<file path="src/rtl/frame_assembler_fifo.sv">
`default_nettype none
// ============================================================================
// Module      : frame_assembler_fifo
// Description : Collects the de-stuffed bits of each received CAN frame
//               between SOF and the frame controller's end-of-frame mark and
//               commits every completed frame, together with its stored-bit
//               count and a truncation flag, into a DEPTH-entry FIFO drained
//               through a valid/ready handshake. Erroneous or restarted
//               frames are discarded (aborted pulse); completed frames that
//               find the FIFO full are dropped (overrun pulse).
//
// Optional    : FRAME_TIMESTAMP_EN - adds a 16-bit free-running sample
//               counter, captures it at each SOF and stores it per entry;
//               the head entry's value appears on the extra port rdStamp.
//
// Ports       : samplePoint  clock, one rising edge per sampled CAN bit
//               reset        synchronous active-high reset
//               canRX        sampled bus bit
//               isStart      current bit is SOF
//               isStuff      current bit is a stuff bit (not stored)
//               isError      abort the frame in progress
//               frameDone    current bit is the last bit of the frame
//               rdReady      consumer accepts the head entry
//               rdValid      FIFO not empty
//               rdFrame      head frame, latest bit at LSB
//               rdSize       head frame stored-bit count
//               rdTrunc      head frame exceeded MAX_BITS
//               fillLevel    occupied entries
//               overrun      one-cycle pulse, completed frame dropped
//               aborted      one-cycle pulse, frame in progress discarded
//               rdStamp      head entry SOF timestamp (FRAME_TIMESTAMP_EN)
//
// Revision    : 1.0 - initial release
// ============================================================================
module frame_assembler_fifo #(
    parameter int    MAX_BITS = 590,
    parameter int    DEPTH    = 4,
    localparam int   SW       = $clog2(MAX_BITS + 1),
    localparam int   FW       = $clog2(DEPTH + 1)
) (
    input  logic                samplePoint,
    input  logic                reset,
    input  logic                canRX,
    input  logic                isStart,
    input  logic                isStuff,
    input  logic                isError,
    input  logic                frameDone,
    input  logic                rdReady,
    output logic                rdValid,
    output logic [MAX_BITS-1:0] rdFrame,
    output logic [SW-1:0]       rdSize,
    output logic                rdTrunc,
    output logic [FW-1:0]       fillLevel,
    output logic                overrun,
    output logic                aborted
`ifdef FRAME_TIMESTAMP_EN
    ,
    output logic [15:0]         rdStamp
`endif
);

    localparam int            AW      = $clog2(DEPTH);
    localparam logic [SW-1:0] C_MAX   = SW'(MAX_BITS);
    localparam logic [FW-1:0] C_DEPTH = FW'(DEPTH);

    localparam logic [0:0] C_IDLE = 1'b0;
    localparam logic [0:0] C_RECV = 1'b1;

    // ------------------------------------------------------------------
    // Assembly state
    // ------------------------------------------------------------------
    logic [0:0]          state_q, state_d;
    logic [MAX_BITS-1:0] frame_q, frame_d;
    logic [SW-1:0]       count_q, count_d;
    logic                trunc_q, trunc_d;

    // FSM output decodes
    logic w_load;    // start a new frame on this bit
    logic w_abort;   // discard the frame in progress
    logic w_commit;  // completed frame offered to the FIFO

    // ------------------------------------------------------------------
    // FIFO state
    // ------------------------------------------------------------------
    logic [MAX_BITS-1:0] mem_frame_q [DEPTH];
    logic [SW-1:0]       mem_size_q  [DEPTH];
    logic                mem_trunc_q [DEPTH];
    logic [AW-1:0]       wr_q, rd_q;
    logic [FW-1:0]       fill_q;
    logic                overrun_q, aborted_q;

    logic w_full, w_pop, w_push;

`ifdef FRAME_TIMESTAMP_EN
    logic [15:0] stamp_q;
    logic [15:0] sof_stamp_q;
    logic [15:0] mem_stamp_q [DEPTH];
`endif

    // ------------------------------------------------------------------
    // FSM: state register (with assembly datapath)
    // ------------------------------------------------------------------
    always_ff @(posedge samplePoint) begin
        if (reset) begin
            state_q <= C_IDLE;
            frame_q <= '0;
            count_q <= '0;
            trunc_q <= 1'b0;
        end else begin
            state_q <= state_d;
            frame_q <= frame_d;
            count_q <= count_d;
            trunc_q <= trunc_d;
        end
    end

    // ------------------------------------------------------------------
    // FSM: next-state logic. frame_d/count_d/trunc_d already include the
    // current bit, so a commit stores them directly.
    // ------------------------------------------------------------------
    always_comb begin
        state_d = state_q;
        frame_d = frame_q;
        count_d = count_q;
        trunc_d = trunc_q;
        if (w_load) begin
            state_d = C_RECV;
            frame_d = '0;
            frame_d[0] = canRX;
            count_d = SW'(1);
            trunc_d = 1'b0;
        end else if (state_q == C_RECV) begin
            if (isError) begin
                state_d = C_IDLE;
            end else begin
                if (!isStuff) begin
                    if (count_q < C_MAX) begin
                        frame_d    = frame_q << 1;
                        frame_d[0] = canRX;
                        count_d    = count_q + SW'(1);
                    end else begin
                        trunc_d = 1'b1;
                    end
                end
                if (frameDone) begin
                    state_d = C_IDLE;
                end
            end
        end
    end

    // ------------------------------------------------------------------
    // FSM: output decode. isError outranks isStart, which outranks
    // frameDone.
    // ------------------------------------------------------------------
    always_comb begin
        w_load   = 1'b0;
        w_abort  = 1'b0;
        w_commit = 1'b0;
        case (state_q)
            C_IDLE: begin
                w_load = isStart;
            end
            C_RECV: begin
                if (isError) begin
                    w_abort = 1'b1;
                end else if (isStart) begin
                    w_abort = 1'b1;
                    w_load  = 1'b1;
                end else begin
                    w_commit = frameDone;
                end
            end
            default: begin
                w_load = 1'b0;
            end
        endcase
    end

    // ------------------------------------------------------------------
    // FIFO control. A full FIFO still accepts a frame when the head is
    // popped on the same edge.
    // ------------------------------------------------------------------
    assign w_full = (fill_q == C_DEPTH);
    assign w_pop  = (fill_q != '0) && rdReady;
    assign w_push = w_commit && (!w_full || w_pop);

    always_ff @(posedge samplePoint) begin
        if (reset) begin
            wr_q      <= '0;
            rd_q      <= '0;
            fill_q    <= '0;
            overrun_q <= 1'b0;
            aborted_q <= 1'b0;
        end else begin
            overrun_q <= w_commit && !w_push;
            aborted_q <= w_abort;
            if (w_push) begin
                wr_q <= wr_q + AW'(1);
            end
            if (w_pop) begin
                rd_q <= rd_q + AW'(1);
            end
            case ({w_push, w_pop})
                2'b10:   fill_q <= fill_q + FW'(1);
                2'b01:   fill_q <= fill_q - FW'(1);
                default: fill_q <= fill_q;
            endcase
        end
    end

    // Entry storage needs no reset: the read port is gated by rdValid.
    always_ff @(posedge samplePoint) begin
        if (w_push) begin
            mem_frame_q[wr_q] <= frame_d;
            mem_size_q[wr_q]  <= count_d;
            mem_trunc_q[wr_q] <= trunc_d;
        end
    end

`ifdef FRAME_TIMESTAMP_EN
    // Free-running sample counter; the SOF value follows the frame.
    always_ff @(posedge samplePoint) begin
        if (reset) begin
            stamp_q     <= '0;
            sof_stamp_q <= '0;
        end else begin
            stamp_q <= stamp_q + 16'd1;
            if (w_load) begin
                sof_stamp_q <= stamp_q;
            end
        end
    end

    always_ff @(posedge samplePoint) begin
        if (w_push) begin
            mem_stamp_q[wr_q] <= sof_stamp_q;
        end
    end

    assign rdStamp = rdValid ? mem_stamp_q[rd_q] : 16'd0;
`endif

    // ------------------------------------------------------------------
    // Read port
    // ------------------------------------------------------------------
    assign rdValid   = (fill_q != '0);
    assign rdFrame   = rdValid ? mem_frame_q[rd_q] : '0;
    assign rdSize    = rdValid ? mem_size_q[rd_q]  : '0;
    assign rdTrunc   = rdValid ? mem_trunc_q[rd_q] : 1'b0;
    assign fillLevel = fill_q;
    assign overrun   = overrun_q;
    assign aborted   = aborted_q;

endmodule
`default_nettype wire

</file>
<file path="config.mk">
export PLATFORM = sky130hd
export DESIGN_NAME = frame_assembler_fifo
export DESIGN_NICKNAME = d
export VERILOG_FILES = /design/src/rtl/frame_assembler_fifo.sv
export SDC_FILE = /design/constraint.sdc
export NUM_CORES = 2
export LEC_CHECK = 0
export ABC_AREA = 1
export CAP_MARGIN = 25
export CORE_ASPECT_RATIO = 0.6
export CORE_UTILIZATION = 25
export CTS_BUF_LIST = sky130_fd_sc_hd__clkbuf_4
export CTS_CLUSTER_DIAMETER = 150
export DETAILED_ROUTE_END_ITERATION = 8
export PLACE_DENSITY = 0.37
export SLEW_MARGIN = 20
export SYNTH_ARGS = -nofsm -noshare
export SYNTH_HDL_FRONTEND = slang
export SYNTH_SLANG_ARGS = --single-unit
</file>
<file path="constraint.sdc">
create_clock -name samplePoint -period 51.1 [get_ports samplePoint]
set_input_delay 10.22 -clock samplePoint [delete_from_list [all_inputs] [get_ports samplePoint]]
set_output_delay 10.22 -clock samplePoint [all_outputs]
set_load 0.005 [all_outputs]
</file>
==> impl_metrics.tcl <==
set metrics [dict create \
    register_area_mm2 0.0845 \
    post-route-period-util_pct 34.6 \
    drt-initial-drc-count 5199 \
    post_cts_buffers 0 \
    io_pins 615 \
    tns_ns 0 \
    cts_hold_buf 0 \
    cts_root_buffer "clkbuf_4" \
    holdPathStages 2 \
    crit_path_frequent_cell "buf_4" \
    ant_nets 0 \
    status "finished clean" \
    numCtsBuffers 772 \
    fp-row-count 201 \
    ys_seq_area_share_pct 67.3 \
    layout_common_cells "nor2_1 (3021), edfxtp_1 (2404), o21ai_0 (1403), clkbuf_4 (1214), inv_1 (661)" \
    setup_viol_count_final 0 \
    synth_fa_ha_area_share_pct 0.0658 \
    die-area_mm2 0.505 \
    final_common_cell "nor2_1" \
    worst-setup-path-type "reg2out" \
    core_mm2 0.500 \
    cts_max_level 6 \
    vias 84921 \
    rsz0062_at_grt "false" \
    cp.depth 10 \
    clk_latency_ns 1.57 \
    dp_cells 18399 \
    nNetsFinal 12491 \
    cts_resized 0 \
    yosys.area_share.simple_pct 15.6 \
    crit_fanout 76 \
    crit_family "buffers and inverters" \
    clk_pin_slew_worst_paths_ns 0.08 \
    synth-xor-area-share_pct 0 \
    grt_pass1_vias 84107 \
    die_x_um 917 \
    synth_edf_count 2404 \
    die_y_um 551 \
    syn_area_mm2 0.126 \
    cts.sinks 3017 \
    end_kind "output pin" \
    grt_max_degree 207 \
    avgSynthCellArea_um2 10.8 \
    initial_utilization_pct 25.1 \
    vias_per_cell 4.27 \
    drt_wl_total_um 394000 \
    hold_path.class "reg2reg" \
    ys_seq_elements 3017 \
    drv_slew 0 \
    port_buffers 614 \
    yosysWarningCount 0 \
    reg2reg_depth 8 \
    arrival_ns 7.48 \
    leakagePower_nw 51.9 \
    synth_cell_types 26 \
    crit_buf_inv 6 \
    peakVddDrop_mv 0.0274 \
    worstPathRequired_ns 40.88 \
    stdcell_count 19871 \
    period_minus_slack_ns 17.70 \
    first_pass_iters 7 \
    max_freq_ghz 0.0565 \
    place_hpwl_um 223000 \
    grt_pass1_wl_um 572000 \
    drive_gt1_share_pct 21.8 \
    hold_violations 0 \
    antenna_found_initial 19 \
    synth_compound_gate_area_share_pct 10.5 \
    worstMarginPinSlew_ns 1.20 \
    synth_nets 11681 \
    slew_headroom_pct 19.0 \
    slowest_stage "buf_4" \
    async_flop_share_pct 0 \
    synth_top_family_by_area "simple AND/OR/NAND/NOR gates" \
    grt-ovfl-total 0 \
    powerDensity_mw_per_mm2 44.4 \
    clk_path_buf_depth 4 \
    place_congestion 0.742 \
    synthFlopType "edfxtp_1" \
    globalRouteTotalUtil_pct 15.0 \
    multi_input_area_mm2 0.0329 \
    muxShareOfSynthArea_pct 0 \
    slowest_delay_ns 0.82 \
    cts_tree "done" \
    routedWlPerCell_um 19.8 \
    crit_chain "buf_4, buf_4, buf_4, buf_4, buf_4, nor2_1, nor2_1, o21ai_0, a21oi_1, clkdlybuf4s50_1" \
    start_kind "flop" \
    finalClockSkew_ns 0.124 \
    maxCapViolCount 0 \
    fillerInstances 51403 \
    synthCells 11667 \
    drc 0 \
    area_delta_synth_final_pct 18.3 \
]
## flip-flops by register name (all words and copies together) (netlist names), named ones only
register	cells
mem_frame_q	2360
frame_q	590
mem_size_q	40
count_q	10
mem_trunc_q	4
fillLevel	3
rd_q	2
wr_q	2
aborted	1
overrun	1
state_q	1
trunc_q	1
## worst register-to-register path, cell delays in order, from the launching register on
cell,delay (ns)
dfxtp_1,0.40
nand2_1,0.13
nor3_1,0.40
nand2_1,0.47
nor2_4,0.81
buf_4,0.62
buf_4,0.87
buf_4,0.80
buf_4,0.87
## where the power goes
part | total (mW) | internal (mW) | switching [mW]
Sequential | 2.66 | 2.65 | 0.0144
Clock | 2.18 | 1.12 | 1.06
Combinational | 1.74 | 0.623 | 1.12
## final cells by class
type / instances / share of cell area (%)
Antenna cell: 17 / 0.0287
Clock buffer: 1214 / 6.14
Clock inverter: 238 / 0.885
Inverter: 1227 / 3.12
Multi-Input combinational cell: 6693 / 22.2
Sequential cell: 3017 / 56.9
Tap cell: 6699 / 5.65
Timing Repair Buffer: 766 / 5.11
## cells in the mapped netlist (33+ instances only)
master	n	area share, %
a21oi_1	613	2.4
buf_1	40	0.12
buf_2	101	0.40
buf_6	95	0.85
clkbuf_1	490	1.5
dfxtp_1	613	9.8
edfxtp_1	2404	57
inv_1	661	2.0
inv_2	566	1.7
nand2_1	627	1.9
nor2_1	3025	9.0
nor3_1	33	0.13
nor3_2	560	4.5
o21ai_0	1403	5.6
o21ai_1	110	0.44
o21ai_2	289	2.0
## layer usage
layer | routed length, µm | global-route usage (%)
met5 | 32 | 0
met4 | 8970 | 4.08
met3 | 18400 | 2.79
met2 | 173000 | 23.2
met1 | 194000 | 21.7
## metrics by stage
stage | setup slack [ns] | hold WS, ns | total power, mW | util (%) | instance area [µm²]
finish | 33.40 | 0.471 | 6.59 | 29.7 | 148000
global route | 32.66 | 0.504 | 6.95 | 29.7 | 148000
CTS | 32.70 | 0.458 | 6.75 | 29.7 | 148000
detailed placement | 34.68 | 0.464 | 4.50 | 27.6 | 138000
global placement | 34.80 | 0.447 | 4.50 | 27.6 | 138000
floorplan | 13.78 | 0.436 | 3.44 | - | 126000
## cells by family (layout without fill, tap and decap cells)
logic type               count (synthesis)  after routing
AO/OA/AOI/OAI                         2416           2416
adder cells (fa/ha/maj)                  6              6
buffers and inverters                 1957           3445
flip-flops                            3017           3017
other                                    0             17
AND/OR/NAND/NOR                       4271           4271
## worst paths after layout
check                                  start                   to  slack, ns
worst max-delay path                    flop         rdFrame[462]      33.40
worst min-delay path            frame_q[430]         frame_q[431]       0.47
worst max register to register       state_q  mem_frame_q[1][391]      45.29
worst min register to register  frame_q[430]         frame_q[431]       0.47
(Power assumes the default switching activity.)
